`config.mk`:
```
export PLATFORM = sky130hd
export DESIGN_NAME = onecount_deserializer
export DESIGN_NICKNAME = d
export VERILOG_FILES = /design/src/rtl/onecount_deserializer_pkg.sv /design/src/rtl/onecount_hold_reg.sv /design/src/rtl/onecount_deserializer.sv
export SDC_FILE = /design/constraint.sdc
export NUM_CORES = 1
export LEC_CHECK = 0
export BUFFER_PORTS_ARGS = -buffer_cell sky130_fd_sc_hd__buf_2
export CAP_MARGIN = 5
export CELL_PAD_IN_SITES_DETAIL_PLACEMENT = 0
export CELL_PAD_IN_SITES_GLOBAL_PLACEMENT = 1
export CORE_MARGIN = 4
export CORE_UTILIZATION = 30
export CTS_CLUSTER_DIAMETER = 150
export DETAILED_ROUTE_END_ITERATION = 8
export MAX_ROUTING_LAYER = met4
export PLACE_DENSITY = 0.69
export SETUP_SLACK_MARGIN = 0.15
export SLEW_MARGIN = 40
export SYNTH_ARGS = -nofsm -noshare
export SYNTH_HDL_FRONTEND = slang
export SYNTH_SLANG_ARGS = --single-unit
```
`constraint.sdc`:
```
create_clock -name clk -period 2.22 [get_ports clk]
set_input_delay 0 -clock clk [delete_from_list [all_inputs] [get_ports clk]]
set_output_delay 0 -clock clk [all_outputs]
set_load 0.1 [all_outputs]
```
`src/rtl/onecount_deserializer_pkg.sv`:
```
// Shared definitions for the ones-counter serial front end.
package onecount_deserializer_pkg;

  // Word width shared with the downstream onecount stage.
  localparam int ONECOUNT_WIDTH = 16;

  // Default number of words per frame.
  localparam int FRAME_WORDS_DEFAULT = 4;

  // Deserializer FSM states.
  typedef enum logic {
    ST_IDLE    = 1'b0,
    ST_COLLECT = 1'b1
  } state_t;

endpackage

```
`src/rtl/onecount_hold_reg.sv`:
```
// Single-entry valid/ready holding register between word assembly and the
// onecount stage. A push into a full, stalled register drops the new word
// and raises the sticky overrun flag.
module onecount_hold_reg
  import onecount_deserializer_pkg::*;
#(
  parameter int WIDTH = ONECOUNT_WIDTH
) (
  input  logic             clk,
  input  logic             rst_n,
  input  logic             push,
  input  logic [WIDTH-1:0] push_word,
  input  logic             ready,
  input  logic             clr_err,
  output logic [WIDTH-1:0] data,
  output logic             valid,
  output logic             overrun
);

  logic blocked;

  assign blocked = valid && !ready;

  // Load on push unless the held word is stalled; a simultaneous pop lets the push through.
  always_ff @(posedge clk) begin
    if (!rst_n) begin
      data  <= '0;
      valid <= 1'b0;
    end else if (push) begin
      if (!blocked) begin
        data  <= push_word;
        valid <= 1'b1;
      end
    end else if (valid && ready) begin
      valid <= 1'b0;
    end
  end

  // Sticky overrun: setting a dropped word takes priority over clearing.
  always_ff @(posedge clk) begin
    if (!rst_n) begin
      overrun <= 1'b0;
    end else if (push && blocked) begin
      overrun <= 1'b1;
    end else if (clr_err) begin
      overrun <= 1'b0;
    end
  end

endmodule

```
`src/rtl/onecount_deserializer.sv`:
```
// Serial-to-parallel front end: assembles MSB-first framed bits into words
// and hands them to the onecount stage through a holding register.
module onecount_deserializer
  import onecount_deserializer_pkg::*;
#(
  parameter int WIDTH       = ONECOUNT_WIDTH,
  parameter int FRAME_WORDS = FRAME_WORDS_DEFAULT
) (
  input  logic             clk,
  input  logic             rst_n,
  input  logic             sof,
  input  logic             bit_valid,
  input  logic             serial_in,
  output logic [WIDTH-1:0] DATA,
  output logic             data_valid,
  input  logic             data_ready,
  output logic             frame_done,
  output logic             overrun,
  output logic             frame_err,
  input  logic             clr_err
);

  localparam int BC_W = $clog2(WIDTH);
  localparam int WC_W = (FRAME_WORDS > 1) ? $clog2(FRAME_WORDS) : 1;
  localparam logic [BC_W-1:0] BIT_LAST  = BC_W'(WIDTH - 1);
  localparam logic [WC_W-1:0] WORD_LAST = WC_W'(FRAME_WORDS - 1);

  state_t            state;
  logic [BC_W-1:0]   bit_cnt;
  logic [WC_W-1:0]   word_cnt;
  // Only the first WIDTH-1 bits need storing: the last bit goes straight
  // into the holding register together with them.
  logic [WIDTH-2:0]  shreg;
  logic [WIDTH-1:0]  shifted;
  logic              restart;
  logic              word_end;

  assign shifted  = {shreg, serial_in};
  assign restart  = bit_valid && sof;
  assign word_end = (state == ST_COLLECT) && bit_valid && !sof && (bit_cnt == BIT_LAST);

  // Frame FSM: sof (re)starts a frame, WIDTH bits make a word, FRAME_WORDS words end it.
  always_ff @(posedge clk) begin
    if (!rst_n) begin
      state      <= ST_IDLE;
      bit_cnt    <= '0;
      word_cnt   <= '0;
      shreg      <= '0;
      frame_done <= 1'b0;
    end else begin
      frame_done <= 1'b0;
      if (restart) begin
        shreg    <= shifted[WIDTH-2:0];
        bit_cnt  <= BC_W'(1);
        word_cnt <= '0;
        state    <= ST_COLLECT;
      end else if ((state == ST_COLLECT) && bit_valid) begin
        shreg <= shifted[WIDTH-2:0];
        if (bit_cnt == BIT_LAST) begin
          bit_cnt <= '0;
          if (word_cnt == WORD_LAST) begin
            word_cnt   <= '0;
            frame_done <= 1'b1;
            state      <= ST_IDLE;
          end else begin
            word_cnt <= word_cnt + WC_W'(1);
          end
        end else begin
          bit_cnt <= bit_cnt + BC_W'(1);
        end
      end
    end
  end

  // Sticky frame error on sof arriving mid-frame; a new error beats a clear.
  always_ff @(posedge clk) begin
    if (!rst_n) begin
      frame_err <= 1'b0;
    end else if (restart && (state == ST_COLLECT)) begin
      frame_err <= 1'b1;
    end else if (clr_err) begin
      frame_err <= 1'b0;
    end
  end

  onecount_hold_reg #(
    .WIDTH(WIDTH)
  ) u_hold (
    .clk      (clk),
    .rst_n    (rst_n),
    .push     (word_end),
    .push_word(shifted),
    .ready    (data_ready),
    .clr_err  (clr_err),
    .data     (DATA),
    .valid    (data_valid),
    .overrun  (overrun)
  );

endmodule

```
### Word-level counts from Yosys, hierarchy flattened

Cells that the tools add are included.

* bits in registers: 42
* latch bits: 0
* RAM bits: 0
* ROM bits: 0
* bits of input ports: 7
* output and inout bits: 20
* memories: 0

* add/subtract/negate cells: 2
* multiply operators: 0
* div/mod/pow operators: 0
* $lt $le $gt $ge: 0
* equal/unequal tests: 3
* shifts and indexed selects: 0
* muxes and demuxes: 17
* bitwise operators: 4
* reductions and logical operators: 22

Operators with widths (number)
* $mux 15: 2
* $mux 1: 13
* $reduce_bool 2->1: 6
* $logic_and 1x1->1: 8
* $reduce_and 2->1: 3
* $add 4x1->4 const B: 1
* $eq 4x4->1 const B: 1
* $mux 4: 1
* $not 1->1: 4
* $reduce_or 4->1: 1
* $reduce_and 3->1: 1
* $add 2x1->2 const B: 1
* $eq 2x2->1 const B: 1
* $logic_not 1->1: 2
* $mux 2: 1
* $ne 2x2->1 const B: 1
* $reduce_or 2->1: 1

### Longest topological paths before layout

* word-level depth: 5
* gate-level depth with buffers: 5
* mapped depth without buffers: 4

### By module

A second synthesis with hierarchy kept.

* cells, all modules: 189
* area, all modules: 1645.3 um^2

Modules (own cells, without submodules)
* onecount_deserializer: times used 1, cells each 111, area an instance 905.9 um^2, seq. area each 480.5 um^2
* onecount_hold_reg: times used 1, cells each 78, area an instance 739.5 um^2, seq. area each 360.3 um^2

### Least setup slack after synthesis

OpenSTA, ideal clock, no wires.

* path kind: register to register
* from: reg u_hold.valid
* to: reg u_hold.data[10]
* setup time: 0.072 ns
* arrival time: 1.742 ns
* slack: 0.407 ns
* stages on the path, launching flop included: 5
* period minus slack after synthesis: 1.813 ns
* cells stage by stage: dfxtp_1 -> nor2b_1 -> nor4_4 -> buf_6 -> mux2i_1

* word-level cells in the longest chain between the ends: 3

RTL lines
* start, declared: line onecount_hold_reg.sv:16 `output logic valid,`
* start signal, assigned: line onecount_hold_reg.sv:28 `valid <= 1'b0;`
* start signal, assigned: line onecount_hold_reg.sv:32 `valid <= 1'b1;`
* start signal, assigned: line onecount_hold_reg.sv:35 `valid <= 1'b0;`
* $logic_and 1x1->1: line onecount_hold_reg.sv:22 `assign blocked = valid && !ready;`
* $not 1->1 (no line)
* $reduce_and 2->1 (no line)
* end signal, assigned: line onecount_hold_reg.sv:31 `data <= push_word;`
* end, declared: line onecount_hold_reg.sv:15 `output logic [WIDTH-1:0] data,`

Every way passes these cells.
A chain may end at the register's enable or synchronous reset.

### Final worst setup path

* from: reg bit_cnt[0]
* to: reg u_hold.data[0]

* word-level cells in the longest chain between the ends: 3

RTL lines
* start, declared: line onecount_deserializer.sv:29 `logic [BC_W-1:0] bit_cnt;`
* start signal, assigned: line onecount_deserializer.sv:69 `bit_cnt <= bit_cnt + BC_W'(1);`
* $eq 4x4->1: line onecount_deserializer.sv:40 `assign word_end = (state == ST_COLLECT) && bit_valid && !sof && (bit_cnt == BIT_LAST);`
* $logic_and 1x1->1: line onecount_deserializer.sv:40
* $reduce_and 2->1 (no line)

Every way passes these cells.

==> impl_metrics.json <==
{
  "status": "complete, no violations",
  "ios": 27,
  "dr.first_iter.drc_count": 47,
  "place_hpwl_microns": 2150,
  "p_per_area_nw_per_um2": 668,
  "synth_fp_nets": 198,
  "die-height_microns": 82.5,
  "slew_viol_final": 0,
  "grt_util_all_layers": 0.110,
  "fin_skew_ns": 0.00803,
  "grt-busiest-layer": "met2",
  "grt.overflow.total": 0,
  "layout_worst_path_cycle_share": 0.722,
  "seq_area_frac_synth": 0.505,
  "fin_nets": 223,
  "utilization": 0.368,
  "p_seq_frac": 0.594,
  "gp_congestion": 0.707,
  "max_cap_viol_count": 0,
  "grt_antenna_before_repair": 0,
  "fin_total_pwr_w": 0.00129,
  "synth_cells": 189,
  "ys_seq_elements": 42,
  "yosys_warnings": 0,
  "p_comb_frac": 0.047,
  "routedWlPerCell_microns": 11.4,
  "cp.required_ns": 2.44,
  "clkSlewWorstSetupHoldPaths_ns": 0.08,
  "final_cell_mix": "nand2_1, dfxtp_1, buf_2",
  "design.core.area_sq_um": 5240,
  "grt_util_met3": 0.0336,
  "start_util": 0.318,
  "peakVddDrop_uv": 284,
  "max_freq_mhz": 624,
  "drt-vias-per-instance": 4.51,
  "vias": 1280,
  "dominantRegCellSynth": "dfxtp_1",
  "power.share.switching": 0.232,
  "async_flop_share": 0,
  "antenna_cells": 0,
  "port_buffers": 26,
  "post-route-drc-count": 0,
  "critPathCaptureType": "register",
  "clk_path_buf_depth": 2,
  "p_clk_frac": 0.359,
  "dr.pass1.iters": 4,
  "rsz0062_at_grt": "no",
  "path_cells": "ha_1 -> nand3_2 -> nor4_4 -> buf_4 -> mux2i_1",
  "hold_viol_final": 0,
  "die_area_sq_um": 6810,
  "post_cts_resize_count": 0,
  "synth_area_sq_um": 1670,
  "grtUsageMet2": 0.156,
  "ant_nets": 0,
  "drt_wl_total_microns": 3230,
  "rows": 26,
  "crit_path_start_kind": "register",
  "syn2layout_area_growth_pct": 15.8,
  "worstSetupPathType": "register to register",
  "crit_path_top_delay_cell": "dfxtp_1",
  "cts_htree_levels": 2,
  "dpl_worst_slack_ns": 0.596,
  "grt_use_met1": 0.144,
  "cts_buffers": 5,
  "finalWorstSetupSlack_ns": 0.617,
  "fin_crit_ns": 1.60,
  "cp.arrival_ns": 1.82,
  "cts_tree": "built",
  "drive_gt1_frac": 0.182,
  "tightest_slew_ns": 0.598,
  "layout.cells.most_common": "nand2_1",
  "synth_edf_count": 0,
  "grt_pass1_vias": 1233,
  "stdcell_area_sq_um": 1930,
  "avgSynthCellArea_sq_um": 8.81,
  "clk_latency_ns": 0.29,
  "die-width_microns": 82.5,
  "setup_viol": 0,
  "worstPathMaxFanout": 16,
  "grt_pass1_wl_microns": 5530,
  "power.internal_w": 0.000988,
  "p_leak_nw": 0.685,
  "yosysUniqueCellTypes": 30,
  "placed_cell_area_sq_um": 1840,
  "relSlewSlack": 0.601,
  "clockRootBuffer": "clkbuf_8",
  "max_stage_delay_ns": 0.38,
  "grt_max_degree": 37,
  "p_sw_w": 0.000299,
  "clkSinkCount": 42,
  "hp-class": "primary input to register",
  "fin_setup_tns_ns": 0
}
==> metal layers <==
| metal | share of wire | up-vias |
|---|---|---|
| met3 | 0.043 | 2 |
| met2 | 0.41 | 25 |
| met1 | 0.54 | 574 |
| met4 | 0.011 | 0 |
| li1 | - | 679 |
| met5 | 0 | - |
==> cell usage after synthesis (2+ instances only) <==
master,n,area [sq um]
dfxtp_1,42,841
buf_6,3,33.8
nand2_1,69,259
nor2_1,3,11.3
o21a_1,2,15.0
a21oi_1,18,90.1
clkbuf_1,8,30.0
ha_1,2,25.0
mux2i_1,17,170
nand3_1,3,15.0
o21ai_0,3,15.0
==> sequential cells by signal, indices dropped and copies added (netlist names) <==
name            flops
bit_cnt             4
frame_done          1
frame_err           1
shreg              15
state               1
u_hold.data        16
u_hold.overrun      1
u_hold.valid        1
word_cnt            2
==> timing repair <==
| item | CTS | global route |
|---|---|---|
| endpoints found under the hold margin | 2 | 0 |
| hold buffers | 1 | 0 |
| buffers inserted | 0 | 0 |
==> power groups by stage <==
stage / sequential, W / combinational (W) / clock [W]
2_1_floorplan: 0.000781 / 0.0000477 / 0
6_report: 0.000765 / 0.0000604 / 0.000462
4_1_cts: 0.000765 / 0.0000620 / 0.000488
3_3_place_gp: 0.000782 / 0.0000604 / 0
3_5_place_dp: 0.000782 / 0.0000605 / 0
5_1_grt: 0.000765 / 0.0000679 / 0.000526
==> layout make-up <==
class                   count  area [sq um]
fillers                   574          3310
flip-flops and latches     42           841
multi-input cells         134           757
repair buffers             29           155
well taps                  70          87.6
clock buffers               6          72.6
clock inverters             1          7.51
inverters                   2          7.51
==> critical path: cells and delay by family, from the launching register on <==
| kind | cells | cell delay, ns |
|---|---|---|
| DFF | 1 | 0.38 |
| muxes | 1 | 0.23 |
| adders and majority gates | 1 | 0.21 |
| and+or+nand+nor | 2 | 0.41 |
| buffers and inverters | 1 | 0.32 |
==> metrics by stage <==
step           hold WS [ns]  instances
5_1_grt              0.0349        284
6_report             0.0254        284
2_1_floorplan         0.136        189
3_3_place_gp          0.270        276
4_1_cts              0.0153        284
3_5_place_dp          0.278        276
==> final timing paths <==
path	start	to	slack, ns	depth (start not counted)
hold / removal	clr_err	frame_err	0.03	4
setup / recovery	bit_cnt[0]	u_hold.data[0]	0.62	5
hold reg to reg	u_hold.data[13]	u_hold.data[13]	0.46	2
setup reg to reg	bit_cnt[0]	u_hold.data[0]	0.62	5
==> kinds of logic (layout without fill, tap and decap cells) <==
| logic type | Yosys count | in the layout | synth area share |
|---|---|---|---|
| adders and majority gates | 2 | 2 | 0.0150 |
| buffers and inverters | 13 | 38 | 0.0428 |
| and+or+nand+nor | 85 | 85 | 0.231 |
| AOI/OAI and AO/OA | 29 | 29 | 0.0992 |
| muxes | 17 | 17 | 0.102 |
| DFF | 42 | 42 | 0.505 |
| xor gates and xnor gates | 1 | 1 | 0.00526 |
No activity file was read; power rests on OpenSTA's default activity.
